<file path="config.mk">
export PLATFORM = sky130hd
export DESIGN_NAME = voxel_fetch_master_flat
export DESIGN_NICKNAME = d
export VERILOG_FILES = /design/src/rtl/voxel_fetch_master_if.sv /design/src/rtl/voxel_fetch_master.sv /design/src/flat_wrapper.sv
export SDC_FILE = /design/constraint.sdc
export NUM_CORES = 1
export LEC_CHECK = 0
export CAP_MARGIN = 20
export CORE_UTILIZATION = 35
export DETAILED_ROUTE_END_ITERATION = 10
export DONT_BUFFER_PORTS = 1
export PLACE_DENSITY = 0.62
export SLEW_MARGIN = 20
export SYNTH_ARGS = -nofsm -noshare
export SYNTH_HDL_FRONTEND = slang
export SYNTH_SLANG_ARGS = --single-unit
</file>
<file path="constraint.sdc">
create_clock -name clock -period 3.9 [get_ports clock]
set_input_delay 0.78 -clock clock [delete_from_list [all_inputs] [get_ports clock]]
set_output_delay 0.78 -clock clock [all_outputs]
set_load 0.01 [all_outputs]
</file>
<file path="src/rtl/voxel_fetch_master_if.sv">
// Voxel fetch bus bundle: Avalon-MM read port
// and the valid/ready output word stream.
interface voxel_fetch_master_if;
  logic [31:0] m1_address;
  logic        m1_read;
  logic        m1_waitrequest;
  logic [31:0] m1_readdata;
  logic        m1_readdatavalid;
  logic [31:0] out_data;
  logic        out_valid;
  logic        out_ready;

  modport master (
    output m1_address, m1_read,
    input  m1_waitrequest, m1_readdata,
    input  m1_readdatavalid,
    output out_data, out_valid,
    input  out_ready
  );

  modport slave (
    input  m1_address, m1_read,
    output m1_waitrequest, m1_readdata,
    output m1_readdatavalid,
    input  out_data, out_valid,
    output out_ready
  );
endinterface

</file>
<file path="src/rtl/voxel_fetch_master.sv">
// Voxel fetch master: pipelined Avalon reads into
// a space-reserved FIFO, streamed out in order.
module voxel_fetch_master #(
  parameter int MAX_OUTSTANDING = 8,
  parameter int FIFO_DEPTH      = 16
) (
  input  logic        clock,
  input  logic        reset_n,
  input  logic        start,
  input  logic [31:0] base_addr,
  input  logic [31:0] word_count,
  output logic        busy,
  output logic        done,
  voxel_fetch_master_if.master bus
);

  localparam int AW =
    (FIFO_DEPTH > 1) ? $clog2(FIFO_DEPTH) : 1;
  localparam int CW = $clog2(FIFO_DEPTH + 1);
  localparam logic [CW:0] L_DEPTH =
    FIFO_DEPTH[CW:0];
  localparam logic [CW-1:0] L_MAX =
    MAX_OUTSTANDING[CW-1:0];
  localparam logic [AW-1:0] L_LAST =
    AW'(FIFO_DEPTH - 1);

  typedef enum logic [1:0] {
    S_IDLE,
    S_ISSUE,
    S_DRAIN
  } state_t;

  state_t        r_state;
  logic [31:0]   r_addr;
  logic [31:0]   r_remaining;
  logic [CW-1:0] r_out;
  logic [CW-1:0] r_cnt;
  logic [AW-1:0] r_wptr;
  logic [AW-1:0] r_rptr;
  logic [31:0]   r_mem [FIFO_DEPTH];
  logic          r_read;
  logic          r_busy;
  logic          r_done;

  logic          w_accept;
  logic          w_push;
  logic          w_pop;
  logic [CW-1:0] w_out_nxt;
  logic [CW-1:0] w_cnt_nxt;
  logic [CW:0]   w_reserved;
  logic          w_credit;

  // Handshake events and next-cycle credit view.
  // A stale response (nothing in flight) is dropped.
  always_comb begin
    w_accept   = r_read && !bus.m1_waitrequest;
    w_push     = bus.m1_readdatavalid
                 && (r_out != '0);
    w_pop      = (r_cnt != '0) && bus.out_ready;
    w_out_nxt  = r_out + CW'(w_accept)
                 - CW'(w_push);
    w_cnt_nxt  = r_cnt + CW'(w_push)
                 - CW'(w_pop);
    w_reserved = {1'b0, w_out_nxt}
                 + {1'b0, w_cnt_nxt};
    w_credit   = (w_reserved < L_DEPTH)
                 && (w_out_nxt < L_MAX);
  end

  // Control FSM, counters and FIFO pointers.
  always_ff @(posedge clock or negedge reset_n) begin
    if (!reset_n) begin
      r_state     <= S_IDLE;
      r_addr      <= '0;
      r_remaining <= '0;
      r_out       <= '0;
      r_cnt       <= '0;
      r_wptr      <= '0;
      r_rptr      <= '0;
      r_read      <= 1'b0;
      r_busy      <= 1'b0;
      r_done      <= 1'b0;
    end else begin
      r_done <= 1'b0;
      r_out  <= w_out_nxt;
      r_cnt  <= w_cnt_nxt;
      if (w_push)
        r_wptr <= (r_wptr == L_LAST) ?
                  '0 : r_wptr + 1'b1;
      if (w_pop)
        r_rptr <= (r_rptr == L_LAST) ?
                  '0 : r_rptr + 1'b1;
      unique case (r_state)
        S_IDLE: begin
          if (start) begin
            if (word_count == '0) begin
              r_done <= 1'b1;
            end else begin
              r_addr      <= base_addr & ~32'h3;
              r_remaining <= word_count;
              r_busy      <= 1'b1;
              r_read      <= w_credit;
              r_state     <= S_ISSUE;
            end
          end
        end
        S_ISSUE: begin
          if (w_accept) begin
            r_addr      <= r_addr + 32'd4;
            r_remaining <= r_remaining - 32'd1;
            if (r_remaining == 32'd1) begin
              r_read  <= 1'b0;
              r_state <= S_DRAIN;
            end else begin
              r_read <= w_credit;
            end
          end else if (!r_read) begin
            r_read <= w_credit;
          end
        end
        S_DRAIN: begin
          if (r_out == '0 && r_cnt == '0) begin
            r_done  <= 1'b1;
            r_busy  <= 1'b0;
            r_state <= S_IDLE;
          end
        end
        default: r_state <= S_IDLE;
      endcase
    end
  end

  // FIFO storage; contents are don't-care when empty.
  always_ff @(posedge clock) begin
    if (w_push)
      r_mem[r_wptr] <= bus.m1_readdata;
  end

  assign bus.m1_address = r_addr;
  assign bus.m1_read    = r_read;
  assign bus.out_valid  = (r_cnt != '0);
  assign bus.out_data   = (r_cnt != '0) ?
                          r_mem[r_rptr] : '0;
  assign busy = r_busy;
  assign done = r_done;

endmodule

</file>
<file path="src/flat_wrapper.sv">
// flat-port wrapper written by rule: the top's interface ports become plain ports
module voxel_fetch_master_flat 
#(
  parameter int MAX_OUTSTANDING = 8,
  parameter int FIFO_DEPTH      = 16
)
  (clock, reset_n, start, base_addr, word_count, busy, done, bus_m1_address, bus_m1_read, bus_m1_waitrequest, bus_m1_readdata, bus_m1_readdatavalid, bus_out_data, bus_out_valid, bus_out_ready);
  voxel_fetch_master_if bus_i ();
  input  logic clock;
  input  logic reset_n;
  input  logic start;
  input  logic [31:0] base_addr;
  input  logic [31:0] word_count;
  output logic busy;
  output logic done;
  output wire logic [$bits(bus_i.m1_address)-1:0] bus_m1_address;
  output wire logic [$bits(bus_i.m1_read)-1:0] bus_m1_read;
  input wire logic [$bits(bus_i.m1_waitrequest)-1:0] bus_m1_waitrequest;
  input wire logic [$bits(bus_i.m1_readdata)-1:0] bus_m1_readdata;
  input wire logic [$bits(bus_i.m1_readdatavalid)-1:0] bus_m1_readdatavalid;
  output wire logic [$bits(bus_i.out_data)-1:0] bus_out_data;
  output wire logic [$bits(bus_i.out_valid)-1:0] bus_out_valid;
  input wire logic [$bits(bus_i.out_ready)-1:0] bus_out_ready;
  assign bus_m1_address = bus_i.m1_address;
  assign bus_m1_read = bus_i.m1_read;
  assign bus_i.m1_waitrequest = bus_m1_waitrequest;
  assign bus_i.m1_readdata = bus_m1_readdata;
  assign bus_i.m1_readdatavalid = bus_m1_readdatavalid;
  assign bus_out_data = bus_i.out_data;
  assign bus_out_valid = bus_i.out_valid;
  assign bus_i.out_ready = bus_out_ready;
  voxel_fetch_master #(.MAX_OUTSTANDING(MAX_OUTSTANDING), .FIFO_DEPTH(FIFO_DEPTH)) u_core (.clock(clock), .reset_n(reset_n), .start(start), .base_addr(base_addr), .word_count(word_count), .busy(busy), .done(done), .bus(bus_i));
endmodule
</file>
==> results of run 1 <==
-- kinds of logic (layout without fill, tap and decap cells) --
kind of cell | after synthesis | in the layout
AOI/OAI and AO/OA | 216 | 216
xor gates and xnor gates | 8 | 8
adders and majority gates | 26 | 26
buffers and inverters | 126 | 196
DFF | 597 | 597
muxes | 164 | 164
other | 1 | 2
and+or+nand+nor | 287 | 287
-- worst max path at each step --
| stage | from | endpoint | slack [ns] | cells after the start |
|---|---|---|---|---|
| CTS | u_core.r_rptr[0]$_DFFE_PN0P_ | bus_out_data[16] | 0.05 | 4 |
| global route | u_core.r_cnt[3]$_DFF_PN0_ | u_core.bus.m1_read$_DFFE_PN0P_ | -0.004 | 17 |
| detailed placement | u_core.r_out[2]$_DFF_PN0_ | u_core.bus.m1_read$_DFFE_PN0P_ | -0.14 | 16 |
| finish | u_core.r_rptr[0]$_DFFE_PN0P_ | bus_out_data[16] | 0.13 | 4 |
| global placement | u_core.r_out[3]$_DFF_PN0_ | u_core.bus.m1_read$_DFFE_PN0P_ | -0.06 | 16 |
| floorplan | bus_m1_readdatavalid | u_core.r_mem[4][0]$_DFFE_PP_ | -0.08 | 4 |
-- sequential cells by signal, indices dropped and copies added, names as in the netlist --
signal / flops
u_core.r_cnt: 5
u_core.bus.m1_address: 30
u_core.r_mem: 512
u_core.r_rptr: 4
u_core.r_state: 2
u_core.r_out: 5
u_core.bus.m1_read: 1
u_core.r_wptr: 4
u_core.done: 1
u_core.r_remaining: 32
u_core.busy: 1
-- cell type report --
cell class                 instances  area [um^2]  area share
clock buffer                      74         1580      0.0550
clock inverter                    40          354      0.0124
inverter                          29          109     0.00380
multi-input combinational        703         7290       0.254
sequential                       597        17500       0.611
tap                              940         1180      0.0411
timing repair buffer              53          631      0.0220
-- report_power, final --
group | internal, W | switching [W]
logic | 0.00298 | 0.00305
clock network | 0.00314 | 0.00246
registers | 0.00769 | 0.000632
-- cells in the mapped netlist, drive strengths merged, types with 10 or more instances --
library cell	count	area [um^2]
a211oi	16	120
ha	24	300
a2bb2oi	33	289
nor2	52	205
o21ai	46	230
a21oi	35	175
nand3	26	130
edfxtp	512	15400
nand4	21	131
nor3	49	245
o22ai	11	68.8
mux4	160	3600
dfrtp	85	2130
o31ai	16	120
o22a	13	114
a31oi	16	100
nor4	20	153
and2	43	269
inv	29	109
nand2	29	109
clkbuf	56	210
buf	41	254
and3	10	62.6
-- worst max-delay path: stages (launching register included) --
cell     delay, ns
dfrtp_4       0.65
buf_12        0.34
mux4_2        0.58
mux4_2        0.53
and2_1        0.22
-- what timing repair did --
item                                    CTS  global route
pin swaps                                 0             1
hold buffers                              1             0
buffers inserted                          0             1
cloned                                    0             0
gates resized for setup                   4            10
endpoints found under the setup margin    1             1
endpoints found under the hold margin    85             0
-- per-layer routing --
layer,GRT usage,vias up,part of all wire
met4,0.0450,0,0.025
li1,-,5884,-
met1,0.217,7255,0.42
met5,0,-,0
met2,0.259,477,0.48
met3,0.0315,106,0.066
-- layout by cell type, fill, tap and decap left out, types with 24 or more instances in the layout --
cell type,n
edfxtp_1,512
mux4_2,160
dfrtp_1,81
clkbuf_16,61
nor2_1,45
nor3_1,44
buf_4,35
a21oi_1,34
and2_1,34
a2bb2oi_1,33
o21ai_0,30
nand2_1,29
inv_1,27
nand3_1,26
clkinv_1,24
-- per-stage QoR --
step | hold slack, ns | instance area (um^2) | std cells
final | 0.0933 | 28600 | 2436
after floorplan | 0.468 | 25200 | 1426
after detailed placement | 0.486 | 26600 | 2320
after global placement | 0.486 | 26600 | 2320
after CTS | 0.0508 | 28600 | 2435
after global routing | 0.0866 | 28600 | 2436
==> impl_metrics.tcl, run 1 <==
set metrics [dict create \
    status "finished, final reports clean" \
    vias 13700 \
    period_share 0.967 \
    nNetsFinal 1573 \
    die_h_um 270 \
    reg2regPathDepth 16 \
    port_buffers 0 \
    r2r-end "u_core.bus.m1_read$_DFFE_PN0P_" \
    cts-buffers-inserted 61 \
    yosysSeqAreaShare 0.695 \
    finClkSkew_ns 0.0502 \
    r2r_slack_ns 0.24 \
    cp_data_required_time_ns 3.12 \
    cap_violations 0 \
    drc_errors 0 \
    vias_per_cell 5.63 \
    async_flop_share 0.142 \
    synth_top_family_by_area "multiplexers" \
    synth_compound_area_frac 0.0583 \
    hold_viol 0 \
    cts_tree "yes" \
    dieArea_um2 73000 \
    ios 170 \
    utilization 0.405 \
    cts.sinks 597 \
    clk_latency_ns 0.65 \
    end_kind "output pin" \
    synthAdderAreaFrac 0.0135 \
    p_leak_nw 9.13 \
    wire_per_inst_um 24.1 \
    first_iter_violations 1296 \
    crit_type "flop to output pin" \
    grt_pass1_vias 13800 \
    wl_um 58700 \
    gp_congestion 0.859 \
    synthDistinctLibCells 62 \
    initial_core_util 0.357 \
    ys_ff_latch 597 \
    ys_warn_count 0 \
    setup-tns-final_ns 0 \
    path_clk_slew_ns 0.07 \
    synthMuxAreaShare 0.145 \
    drv_slew 0 \
    start_kind "flop" \
    fill_cells 6232 \
    slew_headroom 0.353 \
    groute.usage.overall 0.159 \
    grt_pass1_wl_um 88600 \
    fin_crit_ns 3.77 \
    diodes 0 \
    crit_arrival_ns 2.99 \
    grt_antenna_before_repair 2 \
    finalPower_w 0.0200 \
    cts.path.max_buffers 3 \
    place_ws_ns -0.139 \
    core_um2 70600 \
    place_hpwl_um 34400 \
    synthCells 1425 \
    grt_overflow 0 \
    clock.fmax_mhz 265 \
    clk_root_buffer_cell "clkbuf_16" \
    htreeDepth 2 \
    synth_area_um2 25200 \
    grt_max_degree 86 \
    fin_ws_ns 0.130 \
    tightest_slew_ns 0.969 \
    num_rows 97 \
    die_x_um 270 \
    hold_path_class "input pin to asynchronous set/reset pin" \
    ant_nets 0 \
    synth_edf_count 512 \
    first_pass_iters 5 \
    synth_flop_cell "edfxtp_1" \
    peakVddDrop_v 0.000432 \
    drive_above_1_share 0.225 \
    area_delta_synth_final_pct 13.7 \
    synth-simple-area-share 0.0627 \
    avgSynthCellArea_um2 17.7 \
    pwr_density_cell_nw_per_um2 697 \
    setup_viol 0 \
    rr_startpoint "u_core.r_out[2]$_DFF_PN0_" \
    synth_xor_area_frac 0.00278 \
    path_max_fanout 36 \
]
Power figures use the tool's default switching activity.
==> inputs of run 2 (changes only) <==
Settings changed: CTS_CLUSTER_DIAMETER from default to 150, SETUP_SLACK_MARGIN from default to 0.3.
==> run 2 against run 1 <==
  * Critical path type is now flop to flop
  * Flip-flop and latch count stayed put
  * Cell count is 1.0% higher
  * Critical endpoint is now u_core.bus.m1_read$_DFFE_PN0P_
  * Sequential power is 1% lower
  * Largest cell class unchanged
  * Combinational power is 11% higher
==> impl_metrics.tcl, run 2 (synthesis results as in run 1) <==
set metrics [dict create \
    slew_headroom 0.353 \
    port_buffers 0 \
    slowest_stage "or4_4" \
    rsz0062_at_grt "true" \
    largest_register "u_core.r_mem" \
    start_kind "flop" \
    ios 170 \
    die_h_um 270 \
    htreeDepth 3 \
    gp_congestion 0.878 \
    rr_startpoint "u_core.r_out[2]$_DFF_PN0_" \
    status "finished, final reports clean" \
    finClkSkew_ns 0.0188 \
    path_clk_slew_ns 0.06 \
    grt_pass1_wl_um 91400 \
    critPathLaunch "u_core.r_out[2]$_DFF_PN0_" \
    diodes 0 \
    largest_reg_flops 512 \
    hold_path_class "input pin to asynchronous set/reset pin" \
    peakVddDrop_v 0.000404 \
    vias_per_cell 5.71 \
    cts.path.max_buffers 3 \
    cp_data_required_time_ns 4.42 \
    dieArea_um2 73000 \
    r2r-end "u_core.bus.m1_read$_DFFE_PN0P_" \
    reg2regPathDepth 16 \
    die_x_um 270 \
    groute.usage.overall 0.166 \
    cts-buffers-inserted 66 \
    cp_num_buf_inv 3 \
    core_um2 70600 \
    initial_core_util 0.357 \
    finalPower_w 0.0209 \
    fin_crit_ns 3.55 \
    cts_tree "yes" \
    cap_violations 0 \
    wl_um 61300 \
    clk_root_buffer_cell "clkbuf_16" \
    crit_arrival_ns 4.07 \
    setup_viol 0 \
    worstSetupEndpoint "u_core.bus.m1_read$_DFFE_PN0P_" \
    drive_above_1_share 0.245 \
    dpl_cell_area_um2 26700 \
    place_hpwl_um 35400 \
    pwr_density_cell_nw_per_um2 716 \
    r2r_slack_ns 0.35 \
    cts.sinks 597 \
    hold_viol 0 \
    vias 14000 \
    first_iter_violations 1480 \
    wire_per_inst_um 24.9 \
    nNetsFinal 1597 \
    num_rows 97 \
    grt_antenna_before_repair 0 \
    period_share 0.911 \
    path_cells "inv_2, ha_2, nor4b_4, nor2b_1, ha_1, inv_1, ha_2, fa_2, and3b_2, or4_4, and2_4, ha_4, a2111oi_4, buf_4, nand2_1, o211ai_1" \
    grt_pass1_vias 14100 \
    path_max_fanout 2 \
    fin_area_um2 29100 \
    end_kind "flop" \
    layout_commonest_cell "edfxtp_1" \
    tightest_slew_ns 0.968 \
    fill_cells 6204 \
    drv_slew 0 \
    cp.depth 16 \
    first_pass_iters 5 \
    final_cell_mix "edfxtp_1 (512), mux4_2 (160), dfrtp_1 (81)" \
    drc_errors 0 \
    p_leak_nw 9.38 \
    cp_common_cell "ha_2" \
    crit_type "flop to flop" \
    cp_top_family "simple AND/OR/NAND/NOR gates" \
    ant_nets 0 \
    grt_max_degree 100 \
    grt_overflow 0 \
    clock.fmax_mhz 281 \
    clk_latency_ns 0.61 \
    cpPeakStageDelay_ns 0.52 \
    area_delta_synth_final_pct 15.7 \
]
## run 2: worst min-delay path by stage
stage,startpoint,end,slack [ns],cells after the start
4_1_cts,reset_n,u_core.r_remaining[13]$_DFFE_PN0P_,0.09,1
6_report,reset_n,u_core.r_remaining[11]$_DFFE_PN0P_,0.07,1
3_3_place_gp,reset_n,u_core.r_remaining[11]$_DFFE_PN0P_,0.49,0
3_5_place_dp,reset_n,u_core.r_remaining[10]$_DFFE_PN0P_,0.49,0
2_1_floorplan,u_core.r_remaining[29]$_DFFE_PN0P_,u_core.r_remaining[29]$_DFFE_PN0P_,0.47,2
5_1_grt,reset_n,u_core.r_remaining[11]$_DFFE_PN0P_,0.1,1
## run 2: worst register-to-register path: cells and delay by family (launching register included)
family / cells / cell delay [ns]
DFF: 1 / 0.38
and+or+nand+nor: 6 / 1.29
buffers and inverters: 3 / 0.27
AOI/OAI and AO/OA: 2 / 0.41
adders and majority gates: 5 / 1.13
## run 2: final cells by class
class	instances	area, um^2	share of cell area
timing repair buffer	72	980	0.0336
inverter	29	109	0.00373
sequential	597	17500	0.601
multi-input combinational	703	7310	0.251
clock inverter	34	303	0.0104
clock buffer	86	1760	0.0603
tap	940	1180	0.0404
## run 2: report_power, final
group / internal (W) / leakage, nW / switching [W]
Sequential: 0.00770 / 5.68 / 0.000545
Combinational: 0.00334 / 2.70 / 0.00334
Clock: 0.00336 / 0.996 / 0.00257
Total: 0.0144 / 9.38 / 0.00646
## run 2: routing by layer
layer / wire length (um) / track usage / part of all wire
met1: 25500 / 0.225 / 0.42
met2: 29400 / 0.262 / 0.48
met3: 4770 / 0.0409 / 0.078
met4: 1630 / 0.0562 / 0.027
met5: 0 / 0 / 0
## run 2: through the flow
step                 util  worst slack (ns)  setup TNS [ns]  hold WS [ns]  std cells
finish              0.413             0.347               0        0.0669       2461
CTS                 0.410             0.257               0        0.0883       2452
global placement    0.378            0.0202               0         0.487       2322
detailed placement  0.378            0.0213               0         0.486       2322
floorplan               -           -0.0772           -9.88         0.468       1426
global route        0.413             0.195               0        0.0968       2461
## run 2: repair_timing
action                                  CTS  global route
gates cloned                              0             6
hold buffers                              1             0
endpoints found under the setup margin   31            18
buffers inserted                          9             3
endpoints found under the hold margin    85             0
pin swaps                                 4             3
resized for setup                        16             9
